File: src/rtl/key_evt_pkg.sv
// -----------------------------------------------------------------------------
// key_evt_pkg
//   Shared types and helpers for the key event arbiter.
//   - key_state_t   : per-key glitch filter FSM states
//   - cnt_width_t   : type used to carry the filter counter width
//   - glitch_cycles : converts clock frequency and glitch time into cycles
//   - cnt_width     : number of counter bits needed to count up to a limit
//   Optional feature macro used by the files importing this package:
//   KEY_EVT_RELEASE_EN (release events in addition to press events).
// -----------------------------------------------------------------------------
package key_evt_pkg;

  typedef enum logic [1:0] {
    IDLE,
    PRESS_CNT,
    HELD,
    REL_CNT
  } key_state_t;

  typedef int unsigned cnt_width_t;

  // Number of clock cycles a new level must stay stable before it is accepted.
  function automatic int unsigned glitch_cycles(input int unsigned freq_mhz,
                                                input int unsigned time_ns);
    return (time_ns * freq_mhz) / 1000;
  endfunction

  // Counter bits needed to hold the value 'cycles'.
  function automatic cnt_width_t cnt_width(input int unsigned cycles);
    return $clog2(cycles + 1);
  endfunction

endpackage

File: src/rtl/key_event_arbiter_key_filter.sv
// -----------------------------------------------------------------------------
// key_filter
//   One raw key: 2-flop synchronizer followed by a glitch filter FSM. A level
//   change is accepted once the synchronized level has been stable for
//   GLITCH_CYCLES consecutive cycles.
//   Ports:
//     clk_i        in   clock
//     rst_ni       in   asynchronous active-low reset
//     key_i        in   raw asynchronous key level (1 = pressed)
//     press_done_o out  one-cycle pulse when a press is accepted
//     rel_done_o   out  one-cycle pulse when a release is accepted
//                       (present only when KEY_EVT_RELEASE_EN is defined)
// -----------------------------------------------------------------------------
module key_filter
  import key_evt_pkg::*;
#(
  parameter int unsigned GLITCH_CYCLES = 10
) (
  input  logic clk_i,
  input  logic rst_ni,
  input  logic key_i,
  output logic press_done_o
`ifdef KEY_EVT_RELEASE_EN
  ,
  output logic rel_done_o
`endif
);

  localparam int unsigned CNT_W = cnt_width(GLITCH_CYCLES);
  localparam logic [CNT_W:0] LIMIT = (CNT_W + 1)'(GLITCH_CYCLES);

  logic [1:0]       sync_q;
  logic             synced;
  key_state_t       state_q, state_d;
  logic [CNT_W-1:0] cnt_q, cnt_d;
  logic [CNT_W:0]   cnt_inc;

  assign synced  = sync_q[1];
  // One extra bit so the compare against LIMIT never wraps.
  assign cnt_inc = {1'b0, cnt_q} + (CNT_W + 1)'(1);

  always_ff @(posedge clk_i or negedge rst_ni) begin
    if (!rst_ni) begin
      sync_q  <= 2'b00;
      state_q <= IDLE;
      cnt_q   <= '0;
    end else begin
      sync_q  <= {sync_q[0], key_i};
      state_q <= state_d;
      cnt_q   <= cnt_d;
    end
  end

  always_comb begin
    state_d      = state_q;
    cnt_d        = cnt_q;
    press_done_o = 1'b0;
`ifdef KEY_EVT_RELEASE_EN
    rel_done_o   = 1'b0;
`endif
    case (state_q)
      IDLE: begin
        if (synced) begin
          state_d = PRESS_CNT;
          cnt_d   = CNT_W'(1);
        end
      end
      PRESS_CNT: begin
        if (!synced) begin
          state_d = IDLE;
        end else if (cnt_inc >= LIMIT) begin
          state_d      = HELD;
          cnt_d        = '0;
          press_done_o = 1'b1;
        end else begin
          cnt_d = cnt_inc[CNT_W-1:0];
        end
      end
      HELD: begin
        if (!synced) begin
          state_d = REL_CNT;
          cnt_d   = CNT_W'(1);
        end
      end
      REL_CNT: begin
        if (synced) begin
          state_d = HELD;
        end else if (cnt_inc >= LIMIT) begin
          state_d    = IDLE;
          cnt_d      = '0;
`ifdef KEY_EVT_RELEASE_EN
          rel_done_o = 1'b1;
`endif
        end else begin
          cnt_d = cnt_inc[CNT_W-1:0];
        end
      end
      default: begin
        state_d = IDLE;
        cnt_d   = '0;
      end
    endcase
  end

endmodule

File: src/rtl/key_event_arbiter.sv
// -----------------------------------------------------------------------------
// key_event_arbiter
//   Glitch-filters KEYS raw keys and shares one valid/ready event channel
//   between them with round-robin arbitration. Each accepted press (and, with
//   KEY_EVT_RELEASE_EN defined, each accepted release) raises a pending bit;
//   the arbiter presents pending events one at a time.
//   Ports:
//     clk_i        in   clock
//     rst_ni       in   asynchronous active-low reset
//     key_i        in   raw key levels, 1 = pressed
//     evt_valid_o  out  event available
//     evt_id_o     out  index of the key owning the event
//     evt_rel_o    out  1 = release event, 0 = press event (0 without feature)
//     evt_ready_i  in   consumer accepts the event
//     ovf_o        out  sticky: an event was dropped
//   Optional feature macro: KEY_EVT_RELEASE_EN.
// -----------------------------------------------------------------------------
module key_event_arbiter
  import key_evt_pkg::*;
#(
  parameter int unsigned KEYS           = 4,
  parameter int unsigned CLK_FREQ_MHZ   = 100,
  parameter int unsigned GLITCH_TIME_NS = 100
) (
  input  logic                    clk_i,
  input  logic                    rst_ni,
  input  logic [KEYS-1:0]         key_i,
  output logic                    evt_valid_o,
  output logic [$clog2(KEYS)-1:0] evt_id_o,
  output logic                    evt_rel_o,
  input  logic                    evt_ready_i,
  output logic                    ovf_o
);

  localparam int unsigned GLITCH_CYCLES = glitch_cycles(CLK_FREQ_MHZ, GLITCH_TIME_NS);

  // Request index: without release events it is the key index; with them it
  // is {key, rel} so a key's press sits just before its release.
`ifdef KEY_EVT_RELEASE_EN
  localparam int unsigned REQS = 2 * KEYS;
`else
  localparam int unsigned REQS = KEYS;
`endif
  localparam int unsigned REQ_W = $clog2(REQS);

  if (GLITCH_CYCLES < 1) begin : g_glitch_cfg_err
    $error("key_event_arbiter: GLITCH_CYCLES must be at least 1");
  end
  if (KEYS < 2 || KEYS > 16) begin : g_keys_cfg_err
    $error("key_event_arbiter: KEYS must be in 2..16");
  end

  logic [KEYS-1:0] press_done;
`ifdef KEY_EVT_RELEASE_EN
  logic [KEYS-1:0] rel_done;
`endif
  logic [REQS-1:0] req_set;

  for (genvar gi = 0; gi < KEYS; gi++) begin : g_key
    key_filter #(
      .GLITCH_CYCLES(GLITCH_CYCLES)
    ) u_filter (
      .clk_i       (clk_i),
      .rst_ni      (rst_ni),
      .key_i       (key_i[gi]),
      .press_done_o(press_done[gi])
`ifdef KEY_EVT_RELEASE_EN
      ,
      .rel_done_o  (rel_done[gi])
`endif
    );
`ifdef KEY_EVT_RELEASE_EN
    assign req_set[2*gi]   = press_done[gi];
    assign req_set[2*gi+1] = rel_done[gi];
`endif
  end

`ifndef KEY_EVT_RELEASE_EN
  assign req_set = press_done;
`endif

  logic [REQS-1:0]  pending_q, pending_d;
  logic [REQ_W-1:0] ptr_q, ptr_d;
  logic [REQ_W-1:0] sel_q, sel_d;
  logic             valid_q, valid_d;
  logic             ovf_q, ovf_d;

  logic             hs;
  logic [REQS-1:0]  hs_mask;
  logic [REQS-1:0]  cand;
  logic             found;
  logic [REQ_W-1:0] pick;
  logic [31:0]      idx;

  function automatic logic [REQ_W-1:0] wrap_inc(input logic [REQ_W-1:0] v);
    if (v == REQ_W'(REQS - 1)) return '0;
    return v + REQ_W'(1);
  endfunction

  always_comb begin
    hs      = valid_q & evt_ready_i;
    hs_mask = '0;
    if (hs) hs_mask[sel_q] = 1'b1;

    // Pending bits still owed to the consumer once this cycle's handshake
    // retires; a completion landing on one of these is a dropped event.
    cand      = pending_q & ~hs_mask;
    pending_d = cand | req_set;
    ovf_d     = ovf_q | (|(req_set & cand));
    ptr_d     = hs ? wrap_inc(sel_q) : ptr_q;

    // Round-robin search starting at the (possibly just advanced) pointer.
    found = 1'b0;
    pick  = '0;
    idx   = '0;
    for (int unsigned i = 0; i < REQS; i++) begin
      idx = 32'(ptr_d) + i;
      if (idx >= REQS) idx = idx - REQS;
      if (!found && cand[idx[REQ_W-1:0]]) begin
        found = 1'b1;
        pick  = idx[REQ_W-1:0];
      end
    end

    // The presented event is frozen until it is handshaked.
    valid_d = valid_q;
    sel_d   = sel_q;
    if (!valid_q || hs) begin
      valid_d = found;
      if (found) sel_d = pick;
    end
  end

  always_ff @(posedge clk_i or negedge rst_ni) begin
    if (!rst_ni) begin
      pending_q <= '0;
      ptr_q     <= '0;
      sel_q     <= '0;
      valid_q   <= 1'b0;
      ovf_q     <= 1'b0;
    end else begin
      pending_q <= pending_d;
      ptr_q     <= ptr_d;
      sel_q     <= sel_d;
      valid_q   <= valid_d;
      ovf_q     <= ovf_d;
    end
  end

  assign evt_valid_o = valid_q;
  assign ovf_o       = ovf_q;
`ifdef KEY_EVT_RELEASE_EN
  assign evt_id_o    = sel_q[REQ_W-1:1];
  assign evt_rel_o   = sel_q[0];
`else
  assign evt_id_o    = sel_q;
  assign evt_rel_o   = 1'b0;
`endif

endmodule

File: config.mk
export PLATFORM = sky130hd
export DESIGN_NAME = key_event_arbiter
export DESIGN_NICKNAME = d
export VERILOG_FILES = /design/src/rtl/key_evt_pkg.sv /design/src/rtl/key_event_arbiter_key_filter.sv /design/src/rtl/key_event_arbiter.sv
export SDC_FILE = /design/constraint.sdc
export NUM_CORES = 1
export LEC_CHECK = 0
export BUFFER_PORTS_ARGS = -buffer_cell sky130_fd_sc_hd__buf_2
export CAP_MARGIN = 15
export CORE_MARGIN = 4
export CORE_UTILIZATION = 36
export DETAILED_ROUTE_END_ITERATION = 8
export PLACE_DENSITY = 0.59
export SLEW_MARGIN = 25
export SYNTH_ARGS = -nofsm -noshare
export SYNTH_HDL_FRONTEND = slang
export SYNTH_SLANG_ARGS = --single-unit
File: constraint.sdc
create_clock -name clk_i -period 3.2 [get_ports clk_i]
set_clock_uncertainty 0.2 [all_clocks]
set_input_delay 0.48 -clock clk_i [delete_from_list [all_inputs] [get_ports clk_i]]
set_output_delay 0.48 -clock clk_i [all_outputs]
set_load 0.02 [all_outputs]
# Yosys cells after proc, flatten, opt, wreduce, memory -nomap -nowiden
# Index checks and enable logic that the tools add are counted.
op_classes:
  magnitude_cmp: 14
  eq_ne: 37
  n_mul: 0
  muxes: 91
  n_bitwise: 6
  div: 0
  n_reduce_logical: 23
  shifts: 0
  n_addsub: 12
op_table:
  columns: ["op", "n"]
  rows:
  - ["4-bit 2-to-1 mux", 21]
  - ["2-bit 2-to-1 mux", 35]
  - ["4-bit one-hot mux with 4 select lines", 4]
  - ["2-bit one-hot mux with 4 select lines", 4]
  - ["4-bit AND reduction", 8]
  - ["1-bit 2-to-1 mux", 22]
  - ["4-bit by 1-bit adder with 5-bit output (second input constant)", 4]
  - ["5-bit by 4-bit greater-or-equal comparator with 1-bit output (second input constant)", 4]
  - ["2-bit equality test (second input constant)", 9]
  - ["2-bit by 1-bit != test with 1-bit output (second input constant)", 8]
  - ["2-bit != test (second input constant)", 8]
  - ["2-bit by 3-bit less-than comparator with 1-bit output (second input constant)", 5]
  - ["3-bit by 1-bit != test with 1-bit output (second input constant)", 4]
  - ["3-bit != test (second input constant)", 4]
  - ["3-bit greater-or-equal comparator (second input constant)", 3]
  - ["4-bit AND", 2]
  - ["1-bit binary-select mux with 2-bit select", 4]
  - ["2-bit by 1-bit equality test with 1-bit output (second input constant)", 4]
  - ["2-bit zero test", 4]
  - ["2-bit by 1-bit subtractor with 2-bit output (second input constant)", 4]
  - ["2-bit by 2-bit adder with 3-bit output (second input constant)", 2]
  - ["1-bit logical AND", 4]
  - ["1-bit zero test", 4]
  - ["4-bit inverter", 1]
  - ["11 further kinds", 11]
word_totals:
  ff_bits: 42
  latchBits: 0
  mem_bits_ro: 0
  ramBits: 0
  wordCells: 200
  mem_count: 0
  inputBits: 7
  out_inout_bits: 5

# Longest topological paths before layout
depth:
  ltp_word: 20
  ltp_mapped: 7
  ltp_nobuf: 7

# By module
# A second synthesis with hierarchy kept.
unflattened:
  hier_cells: 221
  area_unflattened_um2: 2356.0
by_module_without_submodules:
  columns: ["module", "cells_per_inst", "area_per_inst_um2", "instances", "seq_area_each_um2"]
  rows:
  - ["key_filter at g_key[0].u_filter ...", 39, 432.9, 3, 200.2]
  - ["key_event_arbiter", 65, 621.8, 1, 250.2]
  - ["key_filter at g_key[3].u_filter", 39, 435.4, 1, 200.2]

# Worst setup path after synthesis
# No wires, ideal clock.
synth_path:
  path_type: "reg-to-reg"
  from: "reg sel_q[0] (netlist: evt_id_o[0])"
  to: "reg sel_q[0] (netlist: evt_id_o[0])"
  synth_period_minus_slack_ns: 2.022
  required_time_ns: 2.880
  stages_incl_launch_ff: 8
  slack_ns: 1.178
  t_arrival_ns: 1.702
  setup_ns: 0.120
  path_buffers: 0
  cell_sequence: "dfrtp_1 > inv_1 > ha_1 > mux2i_2 > inv_2 > mux2i_1 > o32a_1 > a31o_1"
synth_between:
  elab_cells_between_ends: 51
  classes_between: "8 x add/sub; 6 x order compare; 1 x eq/ne; 26 x mux; 2 x bitwise; 8 x reduce/logical"
synth_lines:
  columns: ["element", "line", "source"]
  rows:
  - ["start, declared", "key_event_arbiter.sv:84", "logic [REQ_W-1:0] sel_q, sel_d;"]
  - ["start signal, assigned", "key_event_arbiter.sv:144", "sel_q <= sel_d;"]
  - ["2-bit equality test", "key_event_arbiter.sv:96", "if (v == REQ_W'(REQS - 1)) return '0;"]
  - ["1-bit 2-to-1 mux", "key_event_arbiter.sv:96", null]
  - ["2-bit 2-to-1 mux (*)", "key_event_arbiter.sv:97", "return v + REQ_W'(1);"]
  - ["2-bit 2-to-1 mux (*)", "key_event_arbiter.sv:110", "ptr_d = hs ? wrap_inc(sel_q) : ptr_q;"]
  - ["via ptr_d[1]", "key_event_arbiter.sv:83", "logic [REQ_W-1:0] ptr_q, ptr_d;"]
  - ["branches (longest 15 deep; another with 2-bit by 1-bit adder with 3-bit output)", null, null]
# Mark *: on every way through the listed nets, which the timed path passes. The select of a mux whose other input is x is not followed.
# A chain may end at the register's enable or synchronous reset.

==> qor.yml <==
synth:
  synth_cells: 210
  synth-seq-cells: 42
  post-synth-top-count-cell: "dfrtp_1"
  synth.largest_area_cell: "dfrtp_1"
  async_reset_ff_share_pct: 100
  avgSynthCellArea_sq_um: 10.3
  synth.yosys.warnings: 0
  synth_edf_count: 0
  synth_top_cell_area_share_pct: 48.4
  synth_top_cells_by_count: "42 x dfrtp_1, 15 x o21ai_1, 14 x nand3_1, 14 x nor2_1, 13 x inv_1"
  synth_nets: 229
  ys.flop_type: "dfrtp_1"
  synth.distinct_cells: 47
  synth_area_sq_um: 2170
  synth_area_leaders: "dfrtp_1 48%, ha_1 6.9%, o21ai_1 3.5%"
  synth_seq_area_share_pct: 48.4
cts:
  htree_levels: 2
  clockBufferDepth: 2
  post-cts-setup-buffers: 0
  clk_latency_ns: 0.29
  numCtsBuffers: 5
  clkSinkCount: 42
  clk_pin_slew_worst_paths_ns: 0.08
  post_cts_resize_count: 0
  cts_tree: "yes"
  cts-root-buf: "clkbuf_8"
  cts_hold_buf: 0
run:
  max_cap_viol_count: 0
drt:
  ant_nets: 0
  wirelength_um: 3550
  drtIter0Drc: 81
  wl_per_cell_um: 11.7
  dr.pass1.iters: 4
  route.detailed.drc: 0
  vias: 1538
  routed_via_density: 5.08
critical_path:
  crit_required_ns: 3.18
  crit_start: "g_key[0].u_filter.cnt_q[0]"
  end_kind: "flop"
  worstPathMaxFanout: 7
  critPathKind: "reg2reg"
  cp-start-kind: "flop"
  rr_startpoint: "g_key[0].u_filter.cnt_q[0]"
  cp.arrival_ns: 2.06
min_path:
  min_path_type: "in2reg"
  worstHoldStart: "key_i[1]"
floorplanning:
  io-pin-count: 12
  initial_utilization_pct: 36.9
  fp.coreArea_sq_um: 5890
  die_x_um: 85.7
  die_h_um: 85.7
  rows: 28
  dieArea_sq_um: 7340
final_layout:
  area_growth_pct: 11.9
  fillCellCount: 597
  n_antenna_cell: 0
  multiInputGateArea_sq_um: 1060
  register_area_sq_um: 1050
  fin_nets: 246
  postLayoutCellArea_sq_um: 2430
  final_layout_size_suffix_gt1_share_pct: 14.5
global_routing:
  antenna_found_initial: 0
  grt_usage_pct: 11.3
  grt_pass1_wl_um: 6620
  gr-total-overflow: 0
  grt_max_degree: 43
  grt_pass1_vias: 1472
timing:
  max_freq_mhz: 481
  finalCritPeriodShare_pct: 65.0
  rsz0062_at_grt: "false"
  fin_tns_setup_ns: 0
  relSlewSlack_pct: 57.6
  timing.final.crit_period_ns: 2.08
  setup_viol: 0
  finalHoldViolCount: 0
  slew_violations: 0
  worstMarginPinSlew_ns: 0.631
  worst_slack_ns: 1.12
place:
  io_buffers: 10
  place.gp.congestion: 0.844
  post-dp-hpwl_um: 2590
  place_ws_ns: 1.12
  place_area_sq_um: 2310
status:
  outcome: "complete, no violations"
pwr:
  total_power_uw: 2130
  p_leak_uw: 0.00108
  peakVddDrop_v: 0.000307
  powerDensity_nw_per_um2: 877
==> layer usage <==
metal	track usage, %	share of wire, %
met5	0	0
met4	5.04	1.9
met3	3.36	4.2
met2	17.3	46
met1	14.7	48
==> through the flow <==
step	hold WS [ns]	cells	util, %
2_1_floorplan	-0.0156	210	-
3_3_place_gp	0.133	294	39.2
5_1_grt	0.0694	303	41.3
3_5_place_dp	0.135	294	39.2
6_report	0.0903	303	41.3
4_1_cts	0.0727	302	41.1
==> worst max-delay path: stages (launching register included) <==
cell	delay (ns)
dfrtp_1	0.45
ha_1	0.29
and2_1	0.19
a21o_1	0.17
a21oi_1	0.31
mux2_1	0.36
==> registers in the layout (all words and copies together) (netlist names), named ones only <==
signal and cells:
evt_id_o 2, evt_valid_o 1, g_key.u_filter.cnt_q 16, g_key.u_filter.state_q 4, g_key.u_filter.sync_q 8, ovf_o 1
pending_q 4, ptr_q 2
==> power breakdown <==
group,switching (uW),total [uW],internal (uW)
clock network,178,408,230
logic,477,851,374
registers,172,872,700
total,828,2130,1300
==> worst paths after layout <==
path	cells past startpoint	slack, ns	end
min	1	0.09	g_key[1].u_filter.sync_q[0]
min in group asynchronous	2	0.50	g_key[3].u_filter.cnt_q[2]
min reg2reg	0	0.15	g_key[0].u_filter.sync_q[1]
max	5	1.12	flop
max reg2reg	5	1.12	flop
max in group asynchronous	2	1.94	pending_q[3]
==> layout make-up <==
| type | count | area share (%) |
|---|---|---|
| clock buffers | 5 | 2.83 |
| clock inverters | 3 | 1.65 |
| flip-flops and latches | 42 | 43.3 |
| well taps | 75 | 3.86 |
| multi-input cells | 152 | 43.5 |
| repair buffers | 11 | 2.57 |
| inverters | 15 | 2.32 |
==> logic make-up after synthesis <==
| kind of cell | Yosys count | share of synthesized area [%] |
|---|---|---|
| other cells | 1 | 0.173 |
| fa+ha+maj | 12 | 6.91 |
| simple gates | 69 | 17.2 |
| compound gates | 51 | 15.4 |
| buf+inv | 16 | 2.94 |
| xor+xnor | 9 | 3.63 |
| flops | 42 | 48.4 |
| mux | 10 | 5.36 |
==> placed cells by master (no fill, tap or decap), types with 7 or more instances in the layout <==
| cell type | synthesis | layout |
|---|---|---|
| nand2b_1 | 7 | 7 |
| nand2_1 | 11 | 11 |
| nor2_1 | 14 | 14 |
| ha_1 | 12 | 12 |
| dfrtp_1 | 42 | 42 |
| buf_2 | 0 | 9 |
| inv_1 | 13 | 13 |
| nand3_1 | 14 | 14 |
| o21ai_1 | 15 | 15 |
(Power assumes the default switching activity.)
